<file path="src/rtl/stack_pkg.sv">
// Shared types and geometry helpers for the block-stacker round controller.
package stack_pkg;

    localparam int X_W             = 9;   // pixel coordinate width
    localparam int SIZE_W          = 4;   // block size in cells
    localparam int ROW_W           = 5;   // row / level index
    localparam int CALC_W          = 10;  // internal geometry width, one bit of headroom
    localparam int CELL_W_LOG2_DEF = 3;   // 8 px cells

    typedef logic [CALC_W-1:0] calc_t;

    typedef enum logic [2:0] {
        IDLE,
        SPAWN,
        MOVE,
        CHECK,
        DRAW,
        NEXT,
        LOSE,
        WIN
    } state_t;

    // Right-most pixel (inclusive) of a block starting at 'start' that is 'size' cells wide.
    function automatic calc_t block_last(input calc_t start, input logic [SIZE_W-1:0] size,
                                         input int cell_log2);
        return start + (calc_t'(size) << cell_log2) - calc_t'(1);
    endfunction

endpackage

</file>
<file path="src/rtl/block_mover.sv">
// Horizontal sweep of the current block: cell-step timer, direction flop and
// wall bounce. 'load' places the block at load_start heading right.
module block_mover
    import stack_pkg::*;
#(
    parameter int SCREEN_W    = 320,
    parameter int CELL_W_LOG2 = CELL_W_LOG2_DEF,
    parameter int MOVE_DIV    = 2500000
) (
    input  logic              clk,
    input  logic              reset,
    input  logic              enable,
    input  logic              load,
    input  logic [X_W-1:0]    load_start,
    input  logic [SIZE_W-1:0] size,
    output logic [X_W-1:0]    start,
    output logic [X_W-1:0]    last
);

    localparam int    TIMER_W     = (MOVE_DIV > 1) ? $clog2(MOVE_DIV) : 1;
    localparam logic [TIMER_W-1:0] TIMER_LAST = TIMER_W'(MOVE_DIV - 1);
    localparam calc_t CELL        = calc_t'(1 << CELL_W_LOG2);
    localparam calc_t SCREEN_LAST = calc_t'(SCREEN_W - 1);
    localparam calc_t ONE         = calc_t'(1);

    logic [TIMER_W-1:0] timer;
    logic               dir_left;
    logic               dir_next;
    logic               tick;
    logic               room_right;
    logic               room_left;
    calc_t              width;
    calc_t              start_w;
    calc_t              end_w;
    calc_t              nxt_start;

    // Next position: keep going while there is room, otherwise reverse; a
    // block with no room on either side stays put.
    always_comb begin
        // NOTE: every always_comb output gets a default first so no path can infer a latch.
        dir_next   = dir_left;
        width      = calc_t'(size) << CELL_W_LOG2;
        start_w    = calc_t'(start);
        end_w      = block_last(start_w, size, CELL_W_LOG2);
        nxt_start  = start_w;
        tick       = (timer == TIMER_LAST);
        room_right = (end_w + CELL <= SCREEN_LAST);
        room_left  = (start_w != '0);
        if (!dir_left) begin
            if (room_right) begin
                nxt_start = start_w + CELL;
            end else if (room_left) begin
                dir_next  = 1'b1;
                nxt_start = start_w - CELL;
            end
        end else begin
            if (room_left) begin
                nxt_start = start_w - CELL;
            end else if (room_right) begin
                dir_next  = 1'b0;
                nxt_start = start_w + CELL;
            end
        end
    end

    // Timer, direction and position registers; load wins over a step.
    // NOTE: sequential state uses non-blocking assignments only, so every flop samples pre-edge values.
    always_ff @(posedge clk or posedge reset) begin
        if (reset) begin
            timer    <= '0;
            dir_left <= 1'b0;
            start    <= '0;
            last     <= '0;
        end else if (load) begin
            timer    <= '0;
            dir_left <= 1'b0;
            start    <= load_start;
            last     <= X_W'(calc_t'(load_start) + width - ONE);
        end else if (enable) begin
            if (tick) begin
                timer    <= '0;
                dir_left <= dir_next;
                start    <= X_W'(nxt_start);
                last     <= X_W'(nxt_start + width - ONE);
            end else begin
                timer <= timer + 1'b1;
            end
        end
    end

endmodule

</file>
<file path="src/rtl/stack_round_controller.sv">
// Per-round sequencer for the block stacker: sweep, latch on stop, overlap
// check and trim, tracker commit strobe, redraw handshake, level advance.
module stack_round_controller
    import stack_pkg::*;
#(
    parameter int SCREEN_W    = 320,
    parameter int CELL_W_LOG2 = CELL_W_LOG2_DEF,
    parameter int INIT_SIZE   = 6,
    parameter int MAX_LEVEL   = 15,
    parameter int MOVE_DIV    = 2500000
) (
    input  logic              clk,
    input  logic              reset,
    input  logic              start_btn,
    input  logic              stop_btn,
    input  logic [X_W-1:0]    prev_block_start,
    input  logic [X_W-1:0]    prev_block_end,
    input  logic [SIZE_W-1:0] prev_block_size,
    input  logic              draw_ack,
    output logic [X_W-1:0]    curr_block_start,
    output logic [X_W-1:0]    curr_block_end,
    output logic [SIZE_W-1:0] curr_block_size,
    output logic              stop_true,
    output logic              intersect_true,
    output logic              draw_req,
    output logic [ROW_W-1:0]  draw_row,
    output logic [ROW_W-1:0]  level,
    output logic              game_over,
    output logic              game_win,
    output logic              busy
);

    localparam logic [ROW_W-1:0] LAST_ROW = ROW_W'(MAX_LEVEL - 1);

    state_t              state;
    state_t              state_d;
    logic                start_q;
    logic                stop_q;
    logic                start_edge;
    logic                stop_edge;
    logic                fresh_game;
    logic                mv_enable;
    logic                mv_load;
    logic [X_W-1:0]      mv_load_start;
    logic [SIZE_W-1:0]   mv_size;
    logic                first_row;
    logic                hit;
    calc_t               cs;
    calc_t               ce;
    calc_t               ps;
    calc_t               pe;
    calc_t               os;
    calc_t               oe;
    calc_t               trim_w;
    logic [SIZE_W-1:0]   trim_size;

    block_mover #(
        .SCREEN_W    (SCREEN_W),
        .CELL_W_LOG2 (CELL_W_LOG2),
        .MOVE_DIV    (MOVE_DIV)
    ) u_mover (
        .clk        (clk),
        .reset      (reset),
        .enable     (mv_enable),
        .load       (mv_load),
        .load_start (mv_load_start),
        .size       (mv_size),
        .start      (curr_block_start),
        .last       (curr_block_end)
    );

    // One-stage button history for rising-edge detection.
    always_ff @(posedge clk or posedge reset) begin
        if (reset) begin
            start_q <= 1'b0;
            stop_q  <= 1'b0;
        end else begin
            start_q <= start_btn;
            stop_q  <= stop_btn;
        end
    end

    assign start_edge = start_btn & ~start_q;
    assign stop_edge  = stop_btn & ~stop_q;

    // Overlap of the latched block with the last placed one, in 10-bit space.
    always_comb begin
        cs        = calc_t'(curr_block_start);
        ce        = calc_t'(curr_block_end);
        ps        = calc_t'(prev_block_start);
        pe        = calc_t'(prev_block_end);
        os        = (cs > ps) ? cs : ps;
        oe        = (ce < pe) ? ce : pe;
        first_row = (level == '0) || (prev_block_size == '0);
        hit       = first_row || (os <= oe);
        trim_w    = oe - os + calc_t'(1);
        trim_size = SIZE_W'(trim_w >> CELL_W_LOG2);
    end

    // State register.
    always_ff @(posedge clk or posedge reset) begin
        if (reset) begin
            state <= IDLE;
        end else begin
            state <= state_d;
        end
    end

    // Next-state decode and mover control.
    always_comb begin
        state_d       = state;
        fresh_game    = 1'b0;
        mv_enable     = 1'b0;
        mv_load       = 1'b0;
        mv_load_start = '0;
        mv_size       = curr_block_size;
        case (state)
            IDLE: begin
                if (start_edge) begin
                    fresh_game = 1'b1;
                    state_d    = SPAWN;
                end
            end
            SPAWN: begin
                mv_load = 1'b1;
                state_d = MOVE;
            end
            MOVE: begin
                // A stop edge freezes the block where it is, dropping any same-cycle step.
                if (stop_edge) begin
                    state_d = CHECK;
                end else begin
                    mv_enable = 1'b1;
                end
            end
            CHECK: begin
                if (hit) begin
                    state_d = DRAW;
                    if (!first_row) begin
                        mv_load       = 1'b1;
                        mv_load_start = os[X_W-1:0];
                        mv_size       = trim_size;
                    end
                end else begin
                    state_d = LOSE;
                end
            end
            DRAW: begin
                if (draw_ack) begin
                    state_d = NEXT;
                end
            end
            NEXT: begin
                state_d = (level == LAST_ROW) ? WIN : SPAWN;
            end
            LOSE, WIN: begin
                if (start_edge) begin
                    fresh_game = 1'b1;
                    state_d    = SPAWN;
                end
            end
            default: state_d = IDLE;
        endcase
    end

    // Registered round outputs, derived from the state being entered.
    always_ff @(posedge clk or posedge reset) begin
        if (reset) begin
            level           <= '0;
            curr_block_size <= '0;
            game_over       <= 1'b0;
            game_win        <= 1'b0;
            draw_req        <= 1'b0;
            draw_row        <= '0;
            busy            <= 1'b0;
        end else begin
            if (fresh_game) begin
                level           <= '0;
                curr_block_size <= SIZE_W'(INIT_SIZE);
                game_over       <= 1'b0;
                game_win        <= 1'b0;
            end
            if (state == CHECK && hit && !first_row) begin
                curr_block_size <= trim_size;
            end
            if (state == NEXT && state_d == SPAWN) begin
                level <= level + 1'b1;
            end
            if (state_d == LOSE) begin
                game_over <= 1'b1;
            end
            if (state_d == WIN) begin
                game_win <= 1'b1;
            end
            if (state_d == DRAW) begin
                draw_row <= level;
            end
            draw_req <= (state_d == DRAW);
            busy     <= !(state_d inside {IDLE, LOSE, WIN});
        end
    end

    // Tracker commit strobe is a pure decode of CHECK.
    assign stop_true      = (state == CHECK);
    assign intersect_true = (state == CHECK) && hit;

endmodule

</file>
<file path="config.mk">
export PLATFORM = sky130hd
export DESIGN_NAME = stack_round_controller
export DESIGN_NICKNAME = d
export VERILOG_FILES = /design/src/rtl/stack_pkg.sv /design/src/rtl/block_mover.sv /design/src/rtl/stack_round_controller.sv
export SDC_FILE = /design/constraint.sdc
export NUM_CORES = 1
export LEC_CHECK = 0
export BUFFER_PORTS_ARGS = -buffer_cell sky130_fd_sc_hd__buf_2
export CAP_MARGIN = 20
export CORE_MARGIN = 10
export CORE_UTILIZATION = 50
export DETAILED_ROUTE_END_ITERATION = 6
export GPL_ROUTABILITY_DRIVEN = 1
export HOLD_SLACK_MARGIN = 0.06
export PLACE_DENSITY = 0.79
export SLEW_MARGIN = 20
export SYNTH_ARGS = -nofsm -noshare
export SYNTH_HDL_FRONTEND = slang
export SYNTH_SLANG_ARGS = --single-unit
</file>
<file path="constraint.sdc">
create_clock -name clk -period 10 [get_ports clk]
set_input_delay 1 -clock clk [delete_from_list [all_inputs] [get_ports clk]]
set_output_delay 1 -clock clk [all_outputs]
set_load 0.01 [all_outputs]
</file>
Word-level counts from Yosys, hierarchy flattened. Index checks and enable logic that the tools add are counted.

Add/subtract/negate cells: 13. $mul: 0. Divide/modulo/power cells: 0. Magnitude comparators: 4. Equality and inequality tests: 13. Shift-type cells: 0. Muxes and demuxes: 50. Bitwise gates (word level): 4. Reduce and logical (&&, ||, !) cells: 21.

Operators with widths (count): 2-to-1 mux 9 bit (16); 2-to-1 mux 22 bit (3); adder 22 x 1 -> 22 bit, second input constant (1); equality test 22 bit, second input constant (1); equality test 3 bit, second input constant (7); 2-to-1 mux 4 bit (5); adder 9 x 7 -> 9 bit (2); one-hot mux 3 bit (6 select lines) (1); subtractor 9 x 1 -> 9 bit, second input constant (2); 2-to-1 mux 1 bit (17); 2-to-1 mux 3 bit (4); nonzero test 2 bit (6); adder 10 x 4 -> 10 bit, second input constant (1); adder 9 x 7 -> 10 bit (1); <= comparator 10 x 9 -> 1 bit, second input constant (1); 2-to-1 mux 5 bit (2); subtractor 10 x 1 -> 10 bit, second input constant (1); adder 9 x 4 -> 9 bit, second input constant (1); greater-than comparator 9 bit (1); <= comparator 9 bit (1); less-than comparator 9 bit (1); nonzero test 9 bit (1); subtractor 9 x 4 -> 9 bit, second input constant (1); adder 7 x 1 -> 7 bit, second input constant (1); other kinds (18) (27).

Register bits: 64. Latch bits: 0. Bits in writable memories: 0. ROM bits: 0. Bits of input ports: 27. Output and inout port bits: 38. Memories: 0.

Longest topological paths before layout. Gate-level depths: netlist (run 1).

Depth after elaboration: 19. Mapped depth: 42. Depth with buffers taken out: 40.

Modules after synthesis. Synthesis (run 1) repeated with hierarchy kept, for this count alone.

Cells, all modules: 654. Area, all modules: 5636.7 sq um.

By module, submodules not included: block_mover (times used 1, cells each 368, area an instance 3159.3 sq um, sequential area each 1026.0 sq um); stack_round_controller (times used 1, cells each 286, area an instance 2477.4 sq um, sequential area each 575.6 sq um).

Least setup slack after synthesis (run 1). Ideal clock, no wire load.

Path type: input port to flip-flop. From: input port prev_block_end[1]. To: register u_mover.last[8]. Arrival: 7.605 ns. Required time: 9.928 ns. Slack: 2.323 ns. Stages: 41. Path through: inv_1 ha_1 a21o_1 a21o_1 a21o_1 a21oi_1 o21ai_0 o21ai_1 buf_2 mux2i_1 ha_1 ha_1 and3b_1 o21a_1 o21a_1 o21a_1 nor2_1 xnor2_1 [... 5 more ...] nand3_1 and3_1 a32oi_1 buf_2 nor2_1 a21oi_1 xnor2_1 ha_1 inv_1 ha_1 or2_2 a21oi_1 a31oi_1 nand2_1 nor2_1 o21ba_2 a311o_1 nor2_1.

Word-level cells in the longest chain between the ends: 19. Elaborated cells on any way between the ends: 31.

Ends and longest elaborated chain: start: declaration (RTL line stack_round_controller.sv:17) `input logic [X_W-1:0] prev_block_end,`; less-than comparator 9 bit (RTL line stack_round_controller.sv:93) `oe = (ce < pe) ? ce : pe;`; 2-to-1 mux 9 bit * (RTL line stack_round_controller.sv:93); subtractor 7 bit (RTL line stack_round_controller.sv:96) `trim_w = oe - os + calc_t'(1);`; adder 7 x 1 -> 7 bit (RTL line stack_round_controller.sv:96); 2-to-1 mux 4 bit (RTL line stack_round_controller.sv:139) `if (!first_row) begin`; 2-to-1 mux 4 bit (RTL line stack_round_controller.sv:137) `if (hit) begin`; 2-to-1 mux 4 bit (RTL line stack_round_controller.sv:117) `case (state)`; adder 9 x 7 -> 10 bit (RTL line stack_pkg.sv:26) `return start + (calc_t'(size) << cell_log2) - calc_t'(1);`; [... 3 more ...]; 2-to-1 mux 9 bit (RTL line block_mover.sv:59) `end else if (room_right) begin`; 2-to-1 mux 9 bit (RTL line block_mover.sv:57) `if (room_left) begin`; 2-to-1 mux 9 bit (RTL line block_mover.sv:49) `if (!dir_left) begin`; adder 9 x 7 -> 9 bit (RTL line block_mover.sv:84) `last <= X_W'(nxt_start + width - ONE);`; subtractor 9 x 1 -> 9 bit (RTL line block_mover.sv:84); 2-to-1 mux 9 bit (RTL line block_mover.sv:80) `if (tick) begin`; 2-to-1 mux 9 bit (RTL line block_mover.sv:79) `end else if (enable) begin`; 2-to-1 mux 9 bit (RTL line block_mover.sv:74) `end else if (load) begin`; end signal: assignment (RTL line block_mover.sv:78) `last <= X_W'(calc_t'(load_start) + width - ONE);`; end signal: assignment (RTL line block_mover.sv:84); end: declaration (RTL line block_mover.sv:17) `output logic [X_W-1:0] last`.

Every way passes the cells marked *; elsewhere a longest branch is shown, timed or not. The select of a mux whose other input is x is not followed. A chain may end at the register's enable or synchronous reset.

Worst setup path after layout (run 1). Same ends and word-level chain as after synthesis.

==> results of run 1 <==
how the worst max path moves through the flow:
stage                           start                          end  slack [ns]  cells after the start
floorplan           prev_block_end[1]  u_mover.last[8]$_DFFE_PP0P_        2.32                     41
global placement    prev_block_end[1]  u_mover.last[8]$_DFFE_PP0P_        1.51                     38
detailed placement  prev_block_end[1]  u_mover.last[8]$_DFFE_PP0P_        1.25                     37
CTS                 prev_block_end[1]  u_mover.last[8]$_DFFE_PP0P_        1.58                     37
global route        prev_block_end[1]  u_mover.last[8]$_DFFE_PP0P_        0.94                     37
finish              prev_block_end[1]  u_mover.last[8]$_DFFE_PP0P_        1.54                     37
worst max-delay path: cells and delay by family:
family	cells	cell delay (ns)
buffers and inverters	5	0.65
AOI/OAI and AO/OA	18	3.53
muxes	3	0.75
and+or+nand+nor	5	1.17
adders and majority gates	5	1.44
xor gates and xnor gates	1	0.14
metal layers:
metal	share of wire	global-route usage	vias up
li1	-	-	2456
met1	0.43	0.236	2436
met5	0	0	-
met3	0.076	0.0554	33
met2	0.48	0.322	218
met4	0.017	0.0482	0
metrics by stage:
step           utilization  cell area (um^2)  setup slack [ns]  cells  power, W
2_1_floorplan            -              5630              2.32    663   0.00153
3_3_place_gp         0.554              6050              1.51    848   0.00184
3_5_place_dp         0.554              6060              1.25    848   0.00189
4_1_cts              0.582              6360              1.58    864   0.00224
5_1_grt              0.582              6360             0.938    864   0.00246
6_report             0.582              6360              1.54    864   0.00225
state kept, by name (all words and copies together), names as in the netlist:
register	flops
draw_row	5
draw_req	1
u_mover.start	9
curr_block_size	4
level	5
start_q	1
game_over	1
busy	1
stop_q	1
u_mover.last	9
state	3
u_mover.dir_left	1
u_mover.timer	22
game_win	1
power groups by stage:
stage | registers [W] | logic, W | clock network (W)
after floorplan | 0.000415 | 0.00112 | 0
final | 0.000441 | 0.00149 | 0.000322
after global routing | 0.000453 | 0.00167 | 0.000336
after global placement | 0.000438 | 0.00140 | 0
after CTS | 0.000438 | 0.00148 | 0.000325
after detailed placement | 0.000442 | 0.00145 | 0
cells by family (layout without fill, tap and decap cells):
group / count (synthesis) / after routing / share of synthesized area
xor gates and xnor gates: 33 / 33 / 0.0514
adders and majority gates: 74 / 74 / 0.167
muxes: 31 / 31 / 0.0587
AOI/OAI and AO/OA: 148 / 148 / 0.174
buffers and inverters: 87 / 148 / 0.0611
and+or+nand+nor: 226 / 226 / 0.203
DFF: 64 / 64 / 0.285
layout make-up:
class                           instances  area [um^2]
Timing Repair Buffer                   68          350
Clock buffer                           11          243
Multi-Input combinational cell        512         3690
Fill cell                             969         4580
Sequential cell                        64         1600
Inverter                               64          240
Clock inverter                          5         56.3
Tap cell                              140          175
cell usage in the layout, fill, tap and decap left out, types with 8 or more instances in the layout:
master     Yosys  layout
ha_1          72      72
dfrtp_1       64      64
buf_2          7      64
inv_1         62      61
nor2_1        59      59
nand2_1       57      57
a21oi_1       36      36
o21ai_0       31      30
nand3_1       21      21
mux2i_1       18      18
xnor2_1       18      18
xor2_1        15      15
and3_1        14      14
nor3_1        13      13
mux2_2        12      12
o21a_1         9       9
a21o_1         9       9
clkbuf_16      0       9
nor2b_1        8       8
a211oi_1       8       8
a31oi_1        8       8
cells in the mapped netlist (all sizes together), types with 6 or more instances:
cell    instances
a211oi          9
a21boi          8
a21o           10
a21oi          38
a31oi           8
and3           14
buf             9
clkbuf         14
dfrtp          64
ha             72
inv            63
mux2           13
mux2i          18
nand2          57
nand2b          7
nand3          21
nand4           7
nor2           61
nor2b           8
nor3           13
nor3b           6
o21a            9
o21ai          32
or3             7
xnor2          18
xor2           15
==> flow_metrics.tcl, run 1 <==
set metrics [dict create \
    status "finished clean" \
    antenna_cells 0 \
    initial_core_util 0.515 \
    async_flop_share 1.00 \
    slew-limit-headroom 0.429 \
    numPortBuffers 64 \
    ys.flop_type "dfrtp_1" \
    post_cts_buffers 0 \
    cts_resized 0 \
    wl_um 15400 \
    grt_antenna_before_repair 0 \
    timing.final.crit_share 0.846 \
    swShare 0.485 \
    holdPathStages 1 \
    period_needed_ns 8.46 \
    cpMostUsedCell "ha_1" \
    rr_endpoint "u_mover.last[8]$_DFFE_PP0P_" \
    remaining_drc_errors 0 \
    ys_types 74 \
    start_kind "primary input" \
    synth_area_per_cell_um2 8.49 \
    clock_skew_ns 0.00672 \
    io_pins 65 \
    syn_nets 764 \
    tns_ns 0 \
    cts.sinks 64 \
    power_frac_comb 0.662 \
    seq_area_frac_synth 0.285 \
    crit_path_end_kind "flop" \
    syn_inst 663 \
    route.detailed.vias_per_inst 5.95 \
    hold_buffers 0 \
    seqPwrFrac 0.195 \
    core_area_mm2 0.0109 \
    worst_ep_required_time_ns 10.22 \
    grt_pass1_wl_um 25500 \
    holdCritPathClass "flop to flop" \
    num_rows 38 \
    grt_pass1_vias 5193 \
    syn-cell-area_mm2 0.00563 \
    drt_iter0_markers 313 \
    critPathKind "primary input to flop" \
    cts_buffers 9 \
    grt_start_max_net_pins 65 \
    cts_tree "done" \
    die_h_um 126 \
    p_switching_w 0.00109 \
    p_clk_frac 0.143 \
    synth_top_area_frac 0.285 \
    gp_congestion 0.919 \
    drtAntennaViolNets 0 \
    tightest_slew_ns 0.854 \
    clk_latency_ns 0.35 \
    cts-root-buf "clkbuf_16" \
    powerDensity_mw_per_mm2 355 \
    dieArea_mm2 0.0159 \
    p_int_w 0.00116 \
    dieWidth_um 126 \
    vias 5143 \
    reg2reg_from "u_mover.start[5]$_DFFE_PP0P_" \
    arrival_ns 8.68 \
    fin_nets 820 \
    clock.fmax_mhz 118 \
    ff2ff_setup_slack_ns 1.66 \
    path_clk_slew_ns 0.06 \
    yosysTopAreaCell "dfrtp_1" \
    grt.overflow.total 0 \
    ys_warn_count 0 \
    drive_gt1_frac 0.156 \
    rsz0062_at_grt "no" \
    cts_buffer_depth 2 \
    dr.pass1.iters 5 \
    grtUsageTotal 0.192 \
    setup_viol 0 \
    timing.hold.ws_ns 0.496 \
    r2r_cells 32 \
    path_max_fanout 15 \
    slowest_stage "or3_1" \
    maxCapViolCount 0 \
    p_leak_nw 3.13 \
    wl_per_cell_um 17.8 \
    hold_end "game_win$_DFFE_PP0P_" \
    cpPeakStageDelay_ns 0.44 \
    area_growth_pct 13.0 \
    hpwl_um 11600 \
    finalMaxSlewViolations 0 \
    yosys-top-cells-area "dfrtp_1, ha_1, inv_1, nor2_1, nand2_1" \
    ir_drop_v 0.000195 \
    htree_num_levels 3 \
    final-hold-violation-count 0 \
    ys_ff_latch 64 \
    synth-edff-count 0 \
    min-delay-start "game_win$_DFFE_PP0P_" \
]
Power figures use the tool's default switching activity.
==> run 2: changes to the inputs <==
ABC_AREA = 1   (was unset)
PLACE_DENSITY = 0.82   (was 0.79)
clock period = 7.2 ns   (was 10 ns; I/O delays follow)
==> run 2 against run 1 <==
- sequential power grew 27%
- core utilization is 1.1 points higher
- synthesized cell count increased by 16%
- die area is 1.1% higher
- sequential cell count unchanged
- combinational power up 38%
- critical path depth is 7 higher
==> flow_metrics.tcl, run 2 <==
set metrics [dict create \
    largest_register_ffs 22 \
    clk_latency_ns 0.33 \
    dieArea_mm2 0.0161 \
    grt_pass1_vias 5121 \
    slew-limit-headroom 0.442 \
    start_kind "flop" \
    cts_resized 0 \
    cpPeakStageDelay_ns 0.53 \
    grt.overflow.total 0 \
    setup_viol 0 \
    num_rows 38 \
    p_switching_w 0.00157 \
    p_int_w 0.00146 \
    path_clk_slew_ns 0.06 \
    cpMostUsedCell "nand2_1" \
    grt_antenna_before_repair 0 \
    drive_gt1_frac 0.179 \
    seq_area_frac_synth 0.281 \
    dieWidth_um 127 \
    grtUsageTotal 0.180 \
    io_pins 65 \
    die_h_um 127 \
    period_needed_ns 6.53 \
    fillers 990 \
    drt_iter0_markers 303 \
    ys_warn_count 0 \
    cts_buffer_depth 2 \
    hold_buffers 0 \
    crit_path_end_kind "flop" \
    ys_types 48 \
    yosys-top-cells-area "dfrtp_1, ha_1, nand2_1, inv_1, o21ai_0" \
    async_flop_share 1.00 \
    swShare 0.519 \
    core_area_mm2 0.0110 \
    syn_inst 772 \
    powerDensity_mw_per_mm2 466 \
    synthTopCellsByCount "nand2_1, inv_1, ha_1" \
    synthMostInstantiatedCell "nand2_1" \
    regMostFlops "u_mover.timer" \
    clock_skew_ns 0.00967 \
    final-hold-violation-count 0 \
    reg2reg_from "u_mover.start[2]$_DFFE_PP0P_" \
    dr.pass1.iters 5 \
    tns_ns 0 \
    numPortBuffers 64 \
    status "finished clean" \
    cts_buffers 9 \
    remaining_drc_errors 0 \
    timing.hold.ws_ns 0.482 \
    route.detailed.vias_per_inst 5.34 \
    vias 5292 \
    holdCritPathClass "flop to flop" \
    min-delay-start "game_win$_DFFE_PP0P_" \
    cts.sinks 64 \
    initial_core_util 0.519 \
    wl_per_cell_um 14.5 \
    final_cell_mix "nand2_1, inv_1, ha_1" \
    ys_ff_latch 64 \
    timing.final.crit_share 0.907 \
    grt_start_max_net_pins 65 \
    critPathKind "flop to flop" \
    ys.flop_type "dfrtp_1" \
    dp.cells 975 \
    cts-root-buf "clkbuf_16" \
    maxCapViolCount 0 \
    power_frac_comb 0.680 \
    final_cells 991 \
    wl_um 14400 \
    synth_area_per_cell_um2 7.38 \
    p_leak_nw 3.38 \
    postLayoutCoreUtil 0.593 \
    finalMaxSlewViolations 0 \
    syn-cell-area_mm2 0.00570 \
    clock.fmax_mhz 153 \
    p_clk_frac 0.135 \
    grt_pass1_wl_um 24400 \
    top_regs "u_mover.timer x22, u_mover.last x9, u_mover.start x9" \
    tightest_slew_ns 0.837 \
    worst_ep_required_time_ns 7.45 \
    post_cts_buffers 0 \
    htree_num_levels 3 \
    fin_nets 947 \
    antenna_cells 0 \
    seqPwrFrac 0.185 \
    syn_nets 873 \
    drtAntennaViolNets 0 \
    arrival_ns 6.78 \
    cts_tree "done" \
    ir_drop_v 0.000248 \
    synth-edff-count 0 \
    regArea_mm2 0.00160 \
    path_max_fanout 15 \
    yosysTopAreaCell "dfrtp_1" \
    area_growth_pct 14.2 \
    worst_slack_ns 0.670 \
    slowest_stage "dfrtp_1" \
    dp_slack_ns 0.127 \
    gp_congestion 0.974 \
    hpwl_um 11300 \
    multiInputGateArea_mm2 0.00349 \
    synth_top_area_frac 0.281 \
    final_common_cell "nand2_1" \
    critPathLaunch "u_mover.start[2]$_DFFE_PP0P_" \
]
[run 2: changes by cell type in the layout (fill, tap and decap cells not counted), moves of 12 or more]
| cell | change |
|---|---|
| o21ai_1 | +23 |
| mux2i_1 | -18 |
| nand2_1 | +105 |
| and3_1 | -14 |
| xnor2_1 | -12 |
| mux2_2 | -12 |
| inv_2 | +17 |
| inv_1 | +65 |
[run 2: final timing paths]
kind	cells past startpoint	slack [ns]	endpoint
min reg2reg	2	0.48	game_win$_DFFE_PP0P_
min in group asynchronous	3	0.63	draw_row[0]$_DFFE_PP0P_
max	44	0.67	u_mover.last[7]$_DFFE_PP0P_
max reg2reg	44	0.67	u_mover.last[7]$_DFFE_PP0P_
max in group asynchronous	3	5.96	u_mover.start[8]$_DFFE_PP0P_
min	2	0.48	game_win$_DFFE_PP0P_
[run 2: area by class of cell]
class,instances,area share
Timing Repair Buffer,75,0.0619
Clock inverter,6,0.00692
Tap cell,140,0.0269
Multi-Input combinational cell,549,0.536
Sequential cell,64,0.246
Inverter,147,0.0851
Clock buffer,10,0.0367
[run 2: stage by stage]
stage          instance area, um^2  power [W]
6_report                      6510    0.00303
5_1_grt                       6510    0.00335
4_1_cts                       6480    0.00299
3_5_place_dp                  6200    0.00255
3_3_place_gp                  6200    0.00252
2_1_floorplan                 5700    0.00203
[run 2: logic make-up (layout without fill, tap and decap cells)]
logic type	count (synthesis)	after routing	share of synthesized area
fa+ha+maj	74	74	0.165
buf+inv	159	238	0.112
flops	64	64	0.281
simple gates	315	315	0.260
compound gates	133	133	0.141
xor+xnor	27	27	0.0415
[run 2: worst max-delay path: cells and delay by family, from the launching register on]
family	cells	cell delay, ns
xor gates and xnor gates	3	0.51
AOI/OAI and AO/OA	9	1.25
buffers and inverters	4	0.24
adders and majority gates	6	1.85
and+or+nand+nor	22	2.05
DFF	1	0.53
[run 2: power by group through the flow]
stage	combinational, W	clock (W)	sequential (W)
floorplan	0.00144	0	0.000583
global placement	0.00196	0	0.000561
detailed placement	0.00198	0	0.000564
CTS	0.00201	0.000416	0.000559
global route	0.00234	0.000431	0.000574
finish	0.00206	0.000411	0.000560
[run 2: per-layer routing]
metal	routed length, um	track usage	vias to the layer above
li1	-	-	2673
met1	6530	0.236	2407
met2	6350	0.281	190
met3	1250	0.0466	22
met4	287	0.0610	0
met5	0	0	-
